File: src/rtl/uart_pkg.sv
// Shared UART definitions: FSM state encoding and oversampling constants.
package uart_pkg;

  typedef enum logic [1:0] {
    IDLE  = 2'd0,
    START = 2'd1,
    DATA  = 2'd2,
    STOP  = 2'd3
  } rx_state_t;

  localparam int unsigned OVERSAMPLE = 16;
  localparam int unsigned MID_TICK   = 7;

endpackage

File: src/rtl/sync_2ff.sv
// Two-flop synchroniser for a single asynchronous bit, with a configurable reset value.
module sync_2ff #(
  parameter logic RST_VAL = 1'b0
) (
  input  logic clk,
  input  logic rst,
  input  logic d,
  output logic q
);

  logic meta;

  always_ff @(posedge clk) begin
    if (rst) begin
      meta <= RST_VAL;
      q    <= RST_VAL;
    end else begin
      meta <= d;
      q    <= meta;
    end
  end

endmodule

File: src/rtl/uart_rx.sv
// UART receiver: 16x oversampled start detect, LSB-first data shift, stop-bit check.
module uart_rx
  import uart_pkg::*;
#(
  parameter int unsigned DBIT    = 8,
  parameter int unsigned SB_TICK = 16
) (
  input  logic            clk,
  input  logic            rst,
  input  logic            rx,
  input  logic            s_tick,
  output logic [DBIT-1:0] dout,
  output logic            rx_done_tick,
  output logic            frame_err,
  output logic            busy
);

  localparam int unsigned SW = 5;
  localparam int unsigned NW = (DBIT > 1) ? $clog2(DBIT) : 1;
  localparam logic [SW-1:0] MID_CNT  = SW'(MID_TICK);
  localparam logic [SW-1:0] BIT_END  = SW'(OVERSAMPLE - 1);
  localparam logic [SW-1:0] STOP_END = SW'(SB_TICK - 1);
  localparam logic [NW-1:0] LAST_BIT = NW'(DBIT - 1);

  logic            rx_s;
  rx_state_t       state, state_n;
  logic [SW-1:0]   s_cnt, s_cnt_n;
  logic [NW-1:0]   n_cnt, n_cnt_n;
  logic [DBIT-1:0] shreg, shreg_n;
  logic [DBIT-1:0] dout_n;
  logic            done_n, frame_err_n;

  // Line idles high, so the synchroniser resets to 1 to avoid a false start.
  sync_2ff #(
    .RST_VAL(1'b1)
  ) u_rx_sync (
    .clk(clk),
    .rst(rst),
    .d  (rx),
    .q  (rx_s)
  );

  always_ff @(posedge clk) begin
    if (rst) begin
      state        <= IDLE;
      s_cnt        <= '0;
      n_cnt        <= '0;
      shreg        <= '0;
      dout         <= '0;
      rx_done_tick <= 1'b0;
      frame_err    <= 1'b0;
      busy         <= 1'b0;
    end else begin
      state        <= state_n;
      s_cnt        <= s_cnt_n;
      n_cnt        <= n_cnt_n;
      shreg        <= shreg_n;
      dout         <= dout_n;
      rx_done_tick <= done_n;
      frame_err    <= frame_err_n;
      busy         <= (state_n != IDLE);
    end
  end

  // Next-state logic; everything except the start-edge detect advances on s_tick only.
  always_comb begin
    state_n     = state;
    s_cnt_n     = s_cnt;
    n_cnt_n     = n_cnt;
    shreg_n     = shreg;
    dout_n      = dout;
    frame_err_n = frame_err;
    done_n      = 1'b0;

    unique case (state)
      IDLE: begin
        if (!rx_s) begin
          state_n = START;
          s_cnt_n = '0;
        end
      end
      START: begin
        if (s_tick) begin
          if (s_cnt == MID_CNT) begin
            if (!rx_s) begin
              state_n = DATA;
              s_cnt_n = '0;
              n_cnt_n = '0;
            end else begin
              state_n = IDLE;
            end
          end else begin
            s_cnt_n = s_cnt + SW'(1);
          end
        end
      end
      DATA: begin
        if (s_tick) begin
          if (s_cnt == BIT_END) begin
            s_cnt_n = '0;
            shreg_n = {rx_s, shreg[DBIT-1:1]};
            if (n_cnt == LAST_BIT) begin
              state_n = STOP;
            end else begin
              n_cnt_n = n_cnt + NW'(1);
            end
          end else begin
            s_cnt_n = s_cnt + SW'(1);
          end
        end
      end
      STOP: begin
        if (s_tick) begin
          if (s_cnt == STOP_END) begin
            state_n     = IDLE;
            dout_n      = shreg;
            frame_err_n = ~rx_s;
            done_n      = 1'b1;
          end else begin
            s_cnt_n = s_cnt + SW'(1);
          end
        end
      end
      default: state_n = IDLE;
    endcase
  end

endmodule
File: config.mk
export PLATFORM = sky130hd
export DESIGN_NAME = uart_rx
export DESIGN_NICKNAME = d
export VERILOG_FILES = /design/src/rtl/uart_pkg.sv /design/src/rtl/sync_2ff.sv /design/src/rtl/uart_rx.sv
export SDC_FILE = /design/constraint.sdc
export NUM_CORES = 1
export LEC_CHECK = 0
export CAP_MARGIN = 20
export CORE_MARGIN = 2
export CORE_UTILIZATION = 57
export CTS_BUF_LIST = sky130_fd_sc_hd__clkbuf_2 sky130_fd_sc_hd__clkbuf_4 sky130_fd_sc_hd__clkbuf_8
export DETAILED_ROUTE_END_ITERATION = 10
export PLACE_DENSITY = 0.9
export SYNTH_ARGS = -nofsm -noshare
export SYNTH_HDL_FRONTEND = slang
export SYNTH_SLANG_ARGS = --single-unit
File: constraint.sdc
create_clock -name clk -period 2.7 [get_ports clk]
set_input_delay 0.405 -clock clk [delete_from_list [all_inputs] [get_ports clk]]
set_output_delay 0.405 -clock clk [all_outputs]
set_load 0.02 [all_outputs]
==> impl_metrics.tcl, run 1 <==
set metrics [dict create \
    rsz0062_at_grt "false" \
    cts_tree "yes" \
    fin_worst_skew_ns 0.008665 \
    grt_pass1_wl_um 5016 \
    cp-end-kind "flip-flop" \
    syn2layout_area_growth_pct 17.33 \
    netlist_top_cells_area "dfxtp_1, nand2_1, a21oi_1, ha_1, nand2b_1" \
    numPortBuffers 14 \
    htreeDepth 2 \
    finalCriticalPeriod_ns 2.237 \
    design.core.area_mm2 0.002255 \
    cts_buffers 5 \
    cts_root_buf "clkbuf_4" \
    globalplace.congestion 0.9091 \
    insertion_delay_ns 0.34 \
    start_util 0.6182 \
    crit_required_ns 2.97 \
    cp_slowest_stage_delay_ns 0.43 \
    crit_family "simple AND/OR/NAND/NOR gates" \
    grt_usage 0.2519 \
    clockBufferDepth 2 \
    synth_top_area_frac 0.4452 \
    hold_ws_ns 0.4293 \
    dieHeight_um 53.45 \
    totalPowerFinal_mw 0.8846 \
    setup_viol 0 \
    antenna_found_initial 0 \
    num_vias 1205 \
    async_reset_ff_frac 0 \
    drt_first_pass_iters 4 \
    timing.fmax_mhz 447.0 \
    clkPwrFrac 0.435 \
    drt_iter0_markers 41 \
    post_dp_cell_area_mm2 0.001549 \
    grt_pass1_vias 1151 \
    ios 15 \
    drc_errors 0 \
    seqPwrFrac 0.527 \
    wire_per_inst_um 14.52 \
    antenna_left 0 \
    num_antenna_cells 0 \
    slowest_stage "or3_1" \
    crit_top_cell "ha_1" \
    final_area_mm2 0.001635 \
    internal_power_mw 0.6938 \
    die_area_mm2 0.002857 \
    synth_edf_count 0 \
    syn-instance-count 159 \
    finalHoldViolCount 0 \
    swShare 0.2157 \
    fin_nets 185 \
    cts_hold_buf 0 \
    synth_seq_cells 31 \
    worst-path-buf-inv 0 \
    post-cts-setup-buffers 0 \
    report.final.slew_viol_count 0 \
    synth_area_mm2 0.001394 \
    period_share 0.8286 \
    slew_headroom 0.5552 \
    wl_um 2962 \
    rows 17 \
    synthesis.nets 169 \
    fillers 175 \
    syn-mean-instance-area_um2 8.766 \
    dpl.hpwl_um 2043 \
    critPathArrivalTime_ns 2.51 \
    ys_types 40 \
    maxCapViolations 0 \
    grt_max_degree 21 \
    post_cts_resized 0 \
    hold_class "reg -> reg" \
    status "completed" \
    ys.flop_type "dfxtp_1" \
    post-synth-top-area-cell "dfxtp_1" \
    crit_type "reg -> reg" \
    drive_above_1_share 0.1136 \
    irDropWorstVdd_v 0.0004061 \
    power.leakage_nw 0.5795 \
    die_w_um 53.45 \
    clk_pin_slew_ns 0.10 \
    overflow 0 \
    p_sw_mw 0.1908 \
    final.setup.tns_ns 0 \
    crit_chain "ha_1 -> and3_1 -> ha_1 -> nand3_1 -> or3_1 -> or2_2 -> a21oi_1" \
    p_per_area_mw_per_mm2 540.9 \
    yosys_warnings 0 \
    crit_path_start_kind "flip-flop" \
    cp_max_fo 5 \
    yosysSeqAreaShare 0.4452 \
    cts_sinks 31 \
    pwr-share-comb 0.038 \
    routed_via_density 5.907 \
    regArea_um2 620.6 \
    multi_input_area_um2 726.9 \
    tightest_slew_ns 0.6586 \
]
[flip-flops by register name, indices dropped and copies added, names as in the netlist]
register and flops:
dout 8, state 2, n_cnt 3, u_rx_sync.meta 1
s_cnt 5, frame_err 1, shreg 8, busy 1
rx_done_tick 1, u_rx_sync.q 1
[worst register-to-register path: stages, from the launching register on]
cell and delay, ns:
dfxtp_1 0.38, ha_1 0.28, and3_1 0.25, ha_1 0.26
nand3_1 0.15, or3_1 0.43, or2_2 0.31, a21oi_1 0.12
[power groups by stage]
stage / Sequential, mW / Combinational [mW] / Clock (mW)
after floorplan: 0.475 / 0.0210 / 0
after global placement: 0.476 / 0.0314 / 0
after detailed placement: 0.476 / 0.0328 / 0
after CTS: 0.466 / 0.0334 / 0.390
after global routing: 0.467 / 0.0366 / 0.406
final: 0.466 / 0.0337 / 0.385
[logic make-up (layout without fill, tap and decap cells)]
logic type | count (synthesis) | count (layout) | synth area share
adders and majority gates | 6 | 6 | 0.05386
AOI/OAI and AO/OA | 37 | 37 | 0.1786
muxes | 1 | 1 | 0.008078
buffers and inverters | 11 | 28 | 0.03320
DFF | 31 | 31 | 0.4452
and+or+nand+nor | 73 | 73 | 0.2810
[cell usage after synthesis (2+ instances only)]
cell type  number
nand2_1        37
dfxtp_1        31
a21oi_1        21
ha_1            6
nand2b_1        6
nand3_1         6
inv_1           4
nor2_1          4
or2_2           4
clkbuf_1        3
o211ai_1        3
a21o_1          2
and3_1          2
nand4b_1        2
o41ai_2         2
or3_1           2
[per-stage QoR]
| stage | cells | setup WS (ns) | utilization |
|---|---|---|---|
| final | 204 | 0.4628 | 0.7253 |
| after global routing | 204 | 0.3396 | 0.7253 |
| after CTS | 204 | 0.4846 | 0.7253 |
| after detailed placement | 196 | 0.4771 | 0.6870 |
| after global placement | 196 | 0.5952 | 0.6870 |
| after floorplan | 159 | 0.7395 | - |
[routing by layer]
| layer | vias up | track usage | share of wire |
|---|---|---|---|
| li1 | 598 | - | - |
| met1 | 569 | 0.2910 | 0.43 |
| met2 | 29 | 0.4095 | 0.50 |
| met3 | 9 | 0.07062 | 0.043 |
| met4 | 0 | 0.1496 | 0.022 |
| met5 | - | 0 | 0 |
[cells in the final DEF (no fill, tap or decap), drive strengths merged, types with 2 or more instances in the layout]
cell type | netlist | final
clkdlybuf4s50 | 0 | 14
or4 | 2 | 2
ha | 6 | 6
nand2 | 37 | 37
a21oi | 21 | 21
o211ai | 3 | 3
nand3 | 6 | 6
nand4b | 2 | 2
or3 | 2 | 2
and3 | 2 | 2
dfxtp | 31 | 31
or2 | 4 | 4
a21o | 2 | 2
nor2 | 4 | 4
nand2b | 6 | 6
clkbuf | 3 | 6
o41ai | 3 | 3
inv | 5 | 5
[worst paths after layout]
check,start,end,slack (ns),cells past startpoint
setup reg to reg,s_cnt[1]$_SDFFE_PP0P_,n_cnt[0]$_SDFFE_PP0P_,0.46,7
setup / recovery,s_cnt[1]$_SDFFE_PP0P_,n_cnt[0]$_SDFFE_PP0P_,0.46,7
hold reg to reg,u_rx_sync.meta$_SDFF_PP1_,u_rx_sync.q$_SDFF_PP1_,0.43,1
hold / removal,u_rx_sync.meta$_SDFF_PP1_,u_rx_sync.q$_SDFF_PP1_,0.43,1
[layout make-up]
cell class                 instances  share of cell area
clock inverter                     2             0.02142
timing repair buffer              15             0.09028
tap                               28             0.02142
sequential                        31              0.3795
multi-input combinational        117              0.4445
inverter                           5             0.01148
clock buffer                       6             0.03137
Power figures use the tool's default switching activity.
==> run 2, diff against run 1 <==
Clock period 2.7 ns to 2.16 ns, I/O delays scaled along.
==> impl_metrics.tcl, run 2 (synthesis results as in run 1) <==
set metrics [dict create \
    r2r_slack_ns 0.07 \
    wire_per_inst_um 15.17 \
    period_share 0.9660 \
    fin_nets 191 \
    mostFrequentLayoutCell "nand2_1" \
    cp_slowest_stage_delay_ns 0.41 \
    r2r_start "s_cnt[0]$_SDFFE_PP0P_" \
    finalCriticalPeriod_ns 2.086 \
    drt_first_pass_iters 4 \
    grt_max_degree 18 \
    numPortBuffers 14 \
    hold_start "u_rx_sync.meta$_SDFF_PP1_" \
    reg2reg_to "n_cnt[0]$_SDFFE_PP0P_" \
    start_util 0.6182 \
    grt_usage 0.2512 \
    irDropWorstVdd_v 0.0005236 \
    setup_viol 0 \
    overflow 0 \
    critPathArrivalTime_ns 2.36 \
    slowest_stage "or3_4" \
    final_cell_mix "nand2_1, dfxtp_1, a21oi_1, clkdlybuf4s50_1" \
    hold_ws_ns 0.4403 \
    crit_type "reg -> reg" \
    design.core.area_mm2 0.002255 \
    clk_pin_slew_ns 0.09 \
    rows 17 \
    rsz0062_at_grt "false" \
    finalHoldViolCount 0 \
    fin_util 0.7358 \
    antenna_found_initial 0 \
    drt_iter0_markers 22 \
    htreeDepth 2 \
    power.leakage_nw 0.6004 \
    worst-path-buf-inv 0 \
    grt_pass1_vias 1148 \
    die_area_mm2 0.002857 \
    crit_family "simple AND/OR/NAND/NOR gates" \
    grt_pass1_wl_um 5009 \
    drive_above_1_share 0.1538 \
    cts_root_buf "clkbuf_4" \
    maxCapViolations 0 \
    wl_um 3185 \
    timing.fmax_mhz 479.3 \
    worst-path-stages 7 \
    report.final.slew_viol_count 0 \
    cp_max_fo 5 \
    post_dp_cell_area_mm2 0.001594 \
    insertion_delay_ns 0.34 \
    die_w_um 53.45 \
    cts_hold_buf 0 \
    antenna_left 0 \
    syn2layout_area_growth_pct 19.03 \
    largestRegisters "dout: 8 flops, shreg: 8 flops, s_cnt: 5 flops" \
    clockBufferDepth 2 \
    fin_worst_skew_ns 0.005483 \
    crit_path_start_kind "flip-flop" \
    final.setup.tns_ns 0 \
    slew_headroom 0.5878 \
    final_area_mm2 0.001659 \
    num_antenna_cells 0 \
    post-cts-setup-buffers 0 \
    cts_buffers 5 \
    crit_chain "ha_1 -> and3_1 -> ha_2 -> nand3_1 -> or3_4 -> or2_2 -> a21oi_1" \
    tightest_slew_ns 0.6104 \
    crit_path_end "n_cnt[0]$_SDFFE_PP0P_" \
    crit_required_ns 2.43 \
    cts_sinks 31 \
    dpl.hpwl_um 2101 \
    status "completed" \
    dieHeight_um 53.45 \
    cp-end-kind "flip-flop" \
    cts_tree "yes" \
    r2r_cells 7 \
    hold_class "reg -> reg" \
    globalplace.congestion 0.8004 \
    num_vias 1252 \
    p_per_area_mw_per_mm2 587.6 \
    crit_start "s_cnt[0]$_SDFFE_PP0P_" \
    routed_via_density 5.962 \
    ios 15 \
    drc_errors 0 \
]
## run 2: cell types whose count changed in the layout (fill, tap and decap cells not counted)
cell       previous run  this run
buf_4                 1         7
bufinv_16             1         0
clkbuf_4              5         7
clkbuf_8              1         0
ha_1                  6         5
ha_2                  0         1
or3_1                 2         1
or3_4                 0         1
## run 2: layout make-up
| type | instances | area [um^2] |
|---|---|---|
| multi-input combinational | 117 | 734.5 |
| sequential | 31 | 620.6 |
| fill | 165 | 595.6 |
| timing repair buffer | 21 | 192.7 |
| clock buffer | 7 | 52.55 |
| tap | 28 | 35.03 |
| inverter | 5 | 18.77 |
| clock inverter | 1 | 5.005 |
## run 2: repair_timing
item | in CTS | in global routing
gates resized for setup | 0 | 2
hold endpoints to repair | 0 | 0
endpoints found under the setup margin | 0 | 3
## run 2: layer usage
metal | up-vias | part of all wire | global-route usage
met4 | 0 | 0.019 | 0.1239
met2 | 31 | 0.52 | 0.4259
met3 | 8 | 0.053 | 0.09040
li1 | 603 | - | -
met5 | - | 0 | 0
met1 | 610 | 0.41 | 0.2727
## run 2: report_power, final
part / internal [mW] / switching [mW]
registers: 0.576 / 0.00357
clock network: 0.152 / 0.194
logic: 0.0220 / 0.0276
## run 2: worst min-delay path by stage
| stage | endpoint | slack, ns | cells past startpoint |
|---|---|---|---|
| 2_1_floorplan | u_rx_sync.q$_SDFF_PP1_ | 0.39 | 1 |
| 3_3_place_gp | u_rx_sync.q$_SDFF_PP1_ | 0.40 | 1 |
| 3_5_place_dp | u_rx_sync.q$_SDFF_PP1_ | 0.41 | 1 |
| 4_1_cts | u_rx_sync.q$_SDFF_PP1_ | 0.44 | 1 |
| 5_1_grt | u_rx_sync.q$_SDFF_PP1_ | 0.45 | 1 |
| 6_report | u_rx_sync.q$_SDFF_PP1_ | 0.44 | 1 |
## run 2: worst reg2reg max path, delay by kind of cell (launching register included)
family	cells	cell delay (ns)
AO/OA/AOI/OAI	1	0.12
adder cells (fa/ha/maj)	2	0.44
flip-flops	1	0.38
AND/OR/NAND/NOR	4	1.09
## run 2: through the flow
stage / total power, mW / worst slack, ns / cells
after global placement: 0.6380 / 0.2079 / 202
after CTS: 0.9764 / 0.03639 / 210
after detailed placement: 0.6403 / 0.1213 / 202
after global routing: 1.009 / 0.005825 / 210
final: 0.9749 / 0.07352 / 210
after floorplan: 0.6194 / 0.1995 / 159
